[src/rtl/neuron_sched_if.sv]
// Stream handshake bundle between the neuron scheduler and its source/sink.
// The slave modport is the scheduler's view; the master modport is the environment's view.
interface neuron_sched_if #(
  parameter int unsigned DW_IN  = 12,
  parameter int unsigned DW_OUT = 23
) ();
  logic              s_valid;
  logic              s_ready;
  logic [DW_IN-1:0]  s_data;
  logic              m_valid;
  logic              m_ready;
  logic [DW_OUT-1:0] m_data;
  logic              m_last;

  modport slave (
    input  s_valid, s_data, m_ready,
    output s_ready, m_valid, m_data, m_last
  );

  modport master (
    output s_valid, s_data, m_ready,
    input  s_ready, m_valid, m_data, m_last
  );
endinterface

[src/rtl/neuron_sched.sv]
// Frame scheduler for a fixed-latency neuron pipeline. Samples are issued only when a result slot
// is guaranteed, so the result FIFO can never overflow.
module neuron_sched #(
  parameter int unsigned DW_IN  = 12,
  parameter int unsigned DW_OUT = 23,
  parameter int unsigned LAT    = 4,
  parameter int unsigned DEPTH  = 4
) (
  input  logic               clk,
  input  logic               rst,
  input  logic               start,
  input  logic [7:0]         cfg_len,
  input  logic               abort,
  neuron_sched_if.slave      bus,
  output logic [DW_IN-1:0]   n_in_data,
  input  logic [DW_OUT-1:0]  n_out_data,
  output logic               busy,
  output logic               done
);
  localparam int unsigned AW = $clog2(DEPTH);
  localparam int unsigned CW = 16;

  typedef enum logic [1:0] {StIdle, StRun, StDrain} state_e;

  state_e            r_state, w_state_nxt;
  logic [7:0]        r_len, r_issued, r_popped;
  logic [LAT-1:0]    r_tag;
  logic [DW_OUT-1:0] r_mem [DEPTH];
  logic [AW-1:0]     r_wr_ptr, r_rd_ptr;
  logic [AW:0]       r_count;
  logic [DW_IN-1:0]  r_n_in;
  logic              r_done, w_done_nxt;
  logic [CW-1:0]     w_in_flight, w_credits;
  logic              w_issue, w_push, w_pop, w_start_ok;

  // Credits cover both in-flight samples and results already buffered.
  always_comb begin
    w_in_flight = '0;
    for (int i = 0; i < LAT; i++) begin
      w_in_flight = w_in_flight + CW'(r_tag[i]);
    end
    w_credits = w_in_flight + CW'(r_count);
  end

  assign bus.s_ready  = (r_state == StRun) && (r_issued < r_len) && (w_credits < CW'(DEPTH));
  assign w_issue      = bus.s_valid & bus.s_ready;
  assign w_push       = r_tag[LAT-1];
  assign bus.m_valid  = (r_count != '0);
  assign w_pop        = bus.m_valid & bus.m_ready;
  assign bus.m_data   = bus.m_valid ? r_mem[r_rd_ptr] : '0;
  assign bus.m_last   = bus.m_valid && (r_popped == r_len - 8'd1);
  assign w_start_ok   = (r_state == StIdle) && start && (cfg_len != 8'd0);
  assign busy         = (r_state != StIdle);
  assign n_in_data    = r_n_in;
  assign done         = r_done;

  always_comb begin
    w_state_nxt = r_state;
    w_done_nxt  = 1'b0;
    unique case (r_state)
      StIdle: begin
        if (start) begin
          if (cfg_len != 8'd0) w_state_nxt = StRun;
          else                 w_done_nxt  = 1'b1;
        end
      end
      StRun: begin
        if (w_issue && (r_issued + 8'd1 == r_len)) w_state_nxt = StDrain;
      end
      StDrain: begin
        if (w_pop && bus.m_last) begin
          w_state_nxt = StIdle;
          w_done_nxt  = 1'b1;
        end
      end
      default: w_state_nxt = StIdle;
    endcase
    if (abort) begin
      w_state_nxt = StIdle;
      w_done_nxt  = 1'b0;
    end
  end

  always_ff @(posedge clk or negedge rst) begin
    if (!rst) begin
      r_state  <= StIdle;
      r_done   <= 1'b0;
      r_len    <= '0;
      r_issued <= '0;
      r_popped <= '0;
      r_tag    <= '0;
      r_wr_ptr <= '0;
      r_rd_ptr <= '0;
      r_count  <= '0;
      r_n_in   <= '0;
    end else if (abort) begin
      r_state  <= StIdle;
      r_done   <= 1'b0;
      r_len    <= '0;
      r_issued <= '0;
      r_popped <= '0;
      r_tag    <= '0;
      r_wr_ptr <= '0;
      r_rd_ptr <= '0;
      r_count  <= '0;
    end else begin
      r_state <= w_state_nxt;
      r_done  <= w_done_nxt;
      if (w_start_ok) begin
        r_len    <= cfg_len;
        r_issued <= '0;
        r_popped <= '0;
      end else begin
        if (w_issue) r_issued <= r_issued + 8'd1;
        if (w_pop)   r_popped <= r_popped + 8'd1;
      end
      if (w_issue) r_n_in <= bus.s_data;
      r_tag[0] <= w_issue;
      for (int i = 1; i < LAT; i++) begin
        r_tag[i] <= r_tag[i-1];
      end
      if (w_push) r_wr_ptr <= r_wr_ptr + AW'(1);
      if (w_pop)  r_rd_ptr <= r_rd_ptr + AW'(1);
      r_count <= r_count + (AW+1)'(w_push) - (AW+1)'(w_pop);
    end
  end

  always_ff @(posedge clk) begin
    if (w_push) r_mem[r_wr_ptr] <= n_out_data;
  end
endmodule
[src/flat_wrapper.sv]
// flat-port wrapper written by rule: the top's interface ports become plain ports
module neuron_sched_flat 
#(
  parameter int unsigned DW_IN  = 12,
  parameter int unsigned DW_OUT = 23,
  parameter int unsigned LAT    = 4,
  parameter int unsigned DEPTH  = 4
)
  (clk, rst, start, cfg_len, abort, n_in_data, n_out_data, busy, done, bus_s_valid, bus_s_data, bus_m_ready, bus_s_ready, bus_m_valid, bus_m_data, bus_m_last);
  neuron_sched_if #(.DW_IN(DW_IN), .DW_OUT(DW_OUT)) bus_i ();
  input  logic clk;
  input  logic rst;
  input  logic start;
  input  logic [7:0] cfg_len;
  input  logic abort;
  output logic [DW_IN-1:0] n_in_data;
  input  logic [DW_OUT-1:0] n_out_data;
  output logic busy;
  output logic done;
  input wire logic [$bits(bus_i.s_valid)-1:0] bus_s_valid;
  input wire logic [$bits(bus_i.s_data)-1:0] bus_s_data;
  input wire logic [$bits(bus_i.m_ready)-1:0] bus_m_ready;
  output wire logic [$bits(bus_i.s_ready)-1:0] bus_s_ready;
  output wire logic [$bits(bus_i.m_valid)-1:0] bus_m_valid;
  output wire logic [$bits(bus_i.m_data)-1:0] bus_m_data;
  output wire logic [$bits(bus_i.m_last)-1:0] bus_m_last;
  assign bus_i.s_valid = bus_s_valid;
  assign bus_i.s_data = bus_s_data;
  assign bus_i.m_ready = bus_m_ready;
  assign bus_s_ready = bus_i.s_ready;
  assign bus_m_valid = bus_i.m_valid;
  assign bus_m_data = bus_i.m_data;
  assign bus_m_last = bus_i.m_last;
  neuron_sched #(.DW_IN(DW_IN), .DW_OUT(DW_OUT), .LAT(LAT), .DEPTH(DEPTH)) u_core (.clk(clk), .rst(rst), .start(start), .cfg_len(cfg_len), .abort(abort), .bus(bus_i), .n_in_data(n_in_data), .n_out_data(n_out_data), .busy(busy), .done(done));
endmodule
[config.mk]
export PLATFORM = sky130hd
export DESIGN_NAME = neuron_sched_flat
export DESIGN_NICKNAME = d
export VERILOG_FILES = /design/src/rtl/neuron_sched_if.sv /design/src/rtl/neuron_sched.sv /design/src/flat_wrapper.sv
export SDC_FILE = /design/constraint.sdc
export NUM_CORES = 1
export LEC_CHECK = 0
export CAP_MARGIN = 20
export CORE_MARGIN = 2
export CORE_UTILIZATION = 25
export CTS_BUF_LIST = sky130_fd_sc_hd__clkbuf_16
export DETAILED_ROUTE_END_ITERATION = 8
export PLACE_DENSITY_LB_ADDON = 0.25
export REMOVE_ABC_BUFFERS = 1
export SETUP_SLACK_MARGIN = 0.15
export SLEW_MARGIN = 20
export SYNTH_ARGS = -nofsm -noshare
export SYNTH_HDL_FRONTEND = slang
export SYNTH_SLANG_ARGS = --single-unit
[constraint.sdc]
create_clock -name clk -period 7.5 [get_ports clk]
set_input_delay 1.125 -clock clk [delete_from_list [all_inputs] [get_ports clk]]
set_output_delay 1.125 -clock clk [all_outputs]
set_load 0.03 [all_outputs]
==> results.sh <==
export IMPL_cp_slowest_cell="clkdlybuf4s50_1"
export IMPL_drt_vias_per_instance=4.47
export IMPL_ys_dominant_reg_cell="edfxtp_1"
export IMPL_finalHoldViolations=0
export IMPL_synth_top_area_cell="edfxtp_1"
export IMPL_cts_buffers=17
export IMPL_wl_per_cell_um=15.7
export IMPL_cts_resized=0
export IMPL_ys_types=50
export IMPL_tightest_slew_ps=987
export IMPL_die_w_um=166
export IMPL_crit_arrival_ps=3010
export IMPL_rsz0062_at_grt="no"
export IMPL_syn_area_um2=6550
export IMPL_critical_path_class="reg -> out"
export IMPL_total_power_mw=2.65
export IMPL_wl_mm=14.1
export IMPL_die_h_um=166
export IMPL_fmax_ghz=0.242
export IMPL_dp_hpwl_mm=9.26
export IMPL_hold_depth=1
export IMPL_fin_skew_ps=7.44
export IMPL_clk_pin_slew_ps=60
export IMPL_synth_seq_area_share_pct=61.3
export IMPL_crit_family="compound AO/OA/AOI/OAI gates"
export IMPL_final_cell_mix="92 x edfxtp_1, 87 x clkdlybuf4s50_1, 49 x dfrtp_1, 36 x nor2_1, 29 x and2_1"
export IMPL_final_common_cell="edfxtp_1"
export IMPL_dr_first_iter_drc_count=183
export IMPL_synthCells=454
export IMPL_diodes=0
export IMPL_cp_max_fo=8
export IMPL_htreeDepth=4
export IMPL_finalSetupViolCount=0
export IMPL_clockBufferDepth=2
export IMPL_area_growth_pct=28.8
export IMPL_cp_num_cells=7
export IMPL_fin_setup_tns_ps=0
export IMPL_drcViolationCount=0
export IMPL_netlist_area_leader_share_pct=42.2
export IMPL_max_cap_violations=0
export IMPL_num_rows=59
export IMPL_ys_ff_latch=142
export IMPL_regToRegEndpoint="u_core.r_count[2]$_DFF_PN0_"
export IMPL_p_leak_nw=3.06
export IMPL_crit_required_ps=6380
export IMPL_outcome="finished clean"
export IMPL_critPathBufInv=2
export IMPL_clock_latency_ps=420
export IMPL_synthArstFlopShare_pct=35.2
export IMPL_gp_congestion=0.819
export IMPL_pwr_share_seq_pct=36.1
export IMPL_cts_tree="built"
export IMPL_min_path_type="reg -> reg"
export IMPL_drt_pass1_iterations=4
export IMPL_hold_path_endpoint="u_core.n_in_data[10]$_DFFE_PN0P_"
export IMPL_post_dp_cell_area_um2=7810
export IMPL_p_per_area_nw_per_um2=314
export IMPL_core_area_um2=25900
export IMPL_cts_root_buf="clkbuf_16"
export IMPL_timing_final_crit_share_pct=55.1
export IMPL_nets=618
export IMPL_slew_headroom_pct=34.2
export IMPL_antenna_left=0
export IMPL_ir_drop_mv=0.175
export IMPL_boundaryPins=89
export IMPL_antenna_found_initial=0
export IMPL_grt_pass1_vias=4198
export IMPL_grt_pass1_wl_mm=22.9
export IMPL_power_switching_share_pct=32.0
export IMPL_finalInstanceArea_um2=8440
export IMPL_max_stage_delay_ps=740
export IMPL_pwr_share_clk_pct=33.5
export IMPL_portBuffers=88
export IMPL_combPwrFrac_pct=30.4
export IMPL_num_fill_cells=2540
export IMPL_vias=3995
export IMPL_r2r_setup_slack_ps=4370
export IMPL_initial_core_util_pct=25.3
export IMPL_critPathLaunchType="flip-flop"
export IMPL_drive_gt1_share_pct=16.1
export IMPL_min_period_ps=4130
export IMPL_avgSynthCellArea_um2=14.4
export IMPL_post_cts_buffers=0
export IMPL_die_area_um2=27500
export IMPL_grt_max_degree=51
export IMPL_cp_end_kind="output port"
export IMPL_path_cells="inv_1 -> ha_1 -> o21bai_1 -> a211oi_1 -> o21ai_0 -> a211oi_2 -> clkdlybuf4s50_1"
export IMPL_synth_edf_count=92
export IMPL_cts_sinks=142
export IMPL_overflow=0
export IMPL_grt_total_usage_pct=10.6
export IMPL_ff2ff_path_depth=8
export IMPL_slew_violations=0
export IMPL_cellInternalPower_mw=1.80
export IMPL_synth_area_top_cells="edfxtp_1 42%, dfrtp_1 19%, mux4_2 7.9%"
export IMPL_cts_hold_buf=0
export IMPL_switchingPower_mw=0.850
export IMPL_final_util_pct=32.6
export IMPL_r2r_start="u_core.r_count[1]$_DFF_PN0_"
export IMPL_min_delay_start="u_core.n_in_data[10]$_DFFE_PN0P_"
export IMPL_synth_warnings=0
## power by group through the flow
stage | registers, mW | clock network [mW] | logic, mW
floorplan | 1.03 | 0 | 0.421
global placement | 0.974 | 0 | 0.809
detailed placement | 0.977 | 0 | 0.815
CTS | 0.964 | 0.913 | 0.819
global route | 0.976 | 0.947 | 0.857
finish | 0.958 | 0.888 | 0.806
## cells by family (layout without fill, tap and decap cells)
family | count (synthesis) | count (layout) | synth area share (%)
buffers and inverters | 43 | 148 | 2.62
XOR/XNOR | 31 | 31 | 4.14
AND/OR/NAND/NOR | 129 | 129 | 11.4
multiplexers | 39 | 39 | 10.6
adder cells (fa/ha/maj) | 23 | 23 | 4.62
AO/OA/AOI/OAI | 47 | 47 | 5.37
flip-flops | 142 | 142 | 61.3
## per-stage QoR
step / cells / hold slack (ps) / setup slack, ps
after floorplan: 432 / 465 / 4390
after global placement: 862 / 493 / 3810
after detailed placement: 862 / 494 / 3780
after CTS: 894 / 519 / 3310
after global routing: 894 / 532 / 3140
final: 894 / 512 / 3370
## state kept, by name, indices dropped and copies added, names as in the netlist
signal            cells
u_core.done           1
u_core.n_in_data     12
u_core.r_count        3
u_core.r_issued       8
u_core.r_len          8
u_core.r_mem         92
u_core.r_popped       8
u_core.r_rd_ptr       2
u_core.r_state        2
u_core.r_tag          4
u_core.r_wr_ptr       2
## cell usage after synthesis (all sizes together), types with 3 or more instances
| library cell | n |
|---|---|
| and2 | 30 |
| xnor2 | 16 |
| a31oi | 3 |
| nor2b | 6 |
| nand4 | 5 |
| inv | 21 |
| ha | 21 |
| mux2i | 4 |
| nor4 | 6 |
| or3 | 4 |
| nor3 | 6 |
| nand2 | 15 |
| a21oi | 16 |
| edfxtp | 92 |
| mux2 | 12 |
| nor2 | 37 |
| and3 | 3 |
| dfrtp | 50 |
| nand3 | 8 |
| nand2b | 4 |
| buf | 8 |
| o21ai | 12 |
| xor2 | 15 |
| clkbuf | 14 |
| mux4 | 23 |
## metal layers
metal	track usage, %	vias to the layer above	routed length, um
met3	3.62	8	673
met2	17.0	119	6560
met4	2.50	0	84
met1	14.0	2016	6760
li1	-	1852	-
met5	0	-	0
## layout make-up
type	count	area (um2)	share of cell area [%]
Sequential cell	142	4020	47.6
Multi-Input combinational cell	269	2370	28.0
Timing Repair Buffer	95	928	11.0
Clock buffer	17	425	5.04
Tap cell	335	419	4.97
Clock inverter	15	203	2.40
Inverter	21	78.8	0.934
## worst register-to-register path, delay by kind of cell (launching register included)
kind	cells	cell delay [ps]
flip-flops	1	420
buffers and inverters	1	40
AND/OR/NAND/NOR	3	1430
adder cells (fa/ha/maj)	3	950
XOR/XNOR	1	170
## how the worst max path moves through the flow
| stage | from | to | slack (ps) |
|---|---|---|---|
| after detailed placement | u_core.r_count[1]$_DFF_PN0_ | bus_m_last | 3780 |
| after CTS | u_core.r_count[1]$_DFF_PN0_ | bus_m_last | 3310 |
| after global routing | u_core.r_count[1]$_DFF_PN0_ | bus_m_last | 3140 |
| after global placement | u_core.r_count[1]$_DFF_PN0_ | bus_m_last | 3810 |
| final | u_core.r_len[0]$_DFFE_PN0P_ | bus_m_last | 3370 |
| after floorplan | u_core.r_rd_ptr[0]$_DFFE_PN0P_ | bus_m_data[0] | 4390 |
Power figures use the tool's default switching activity.
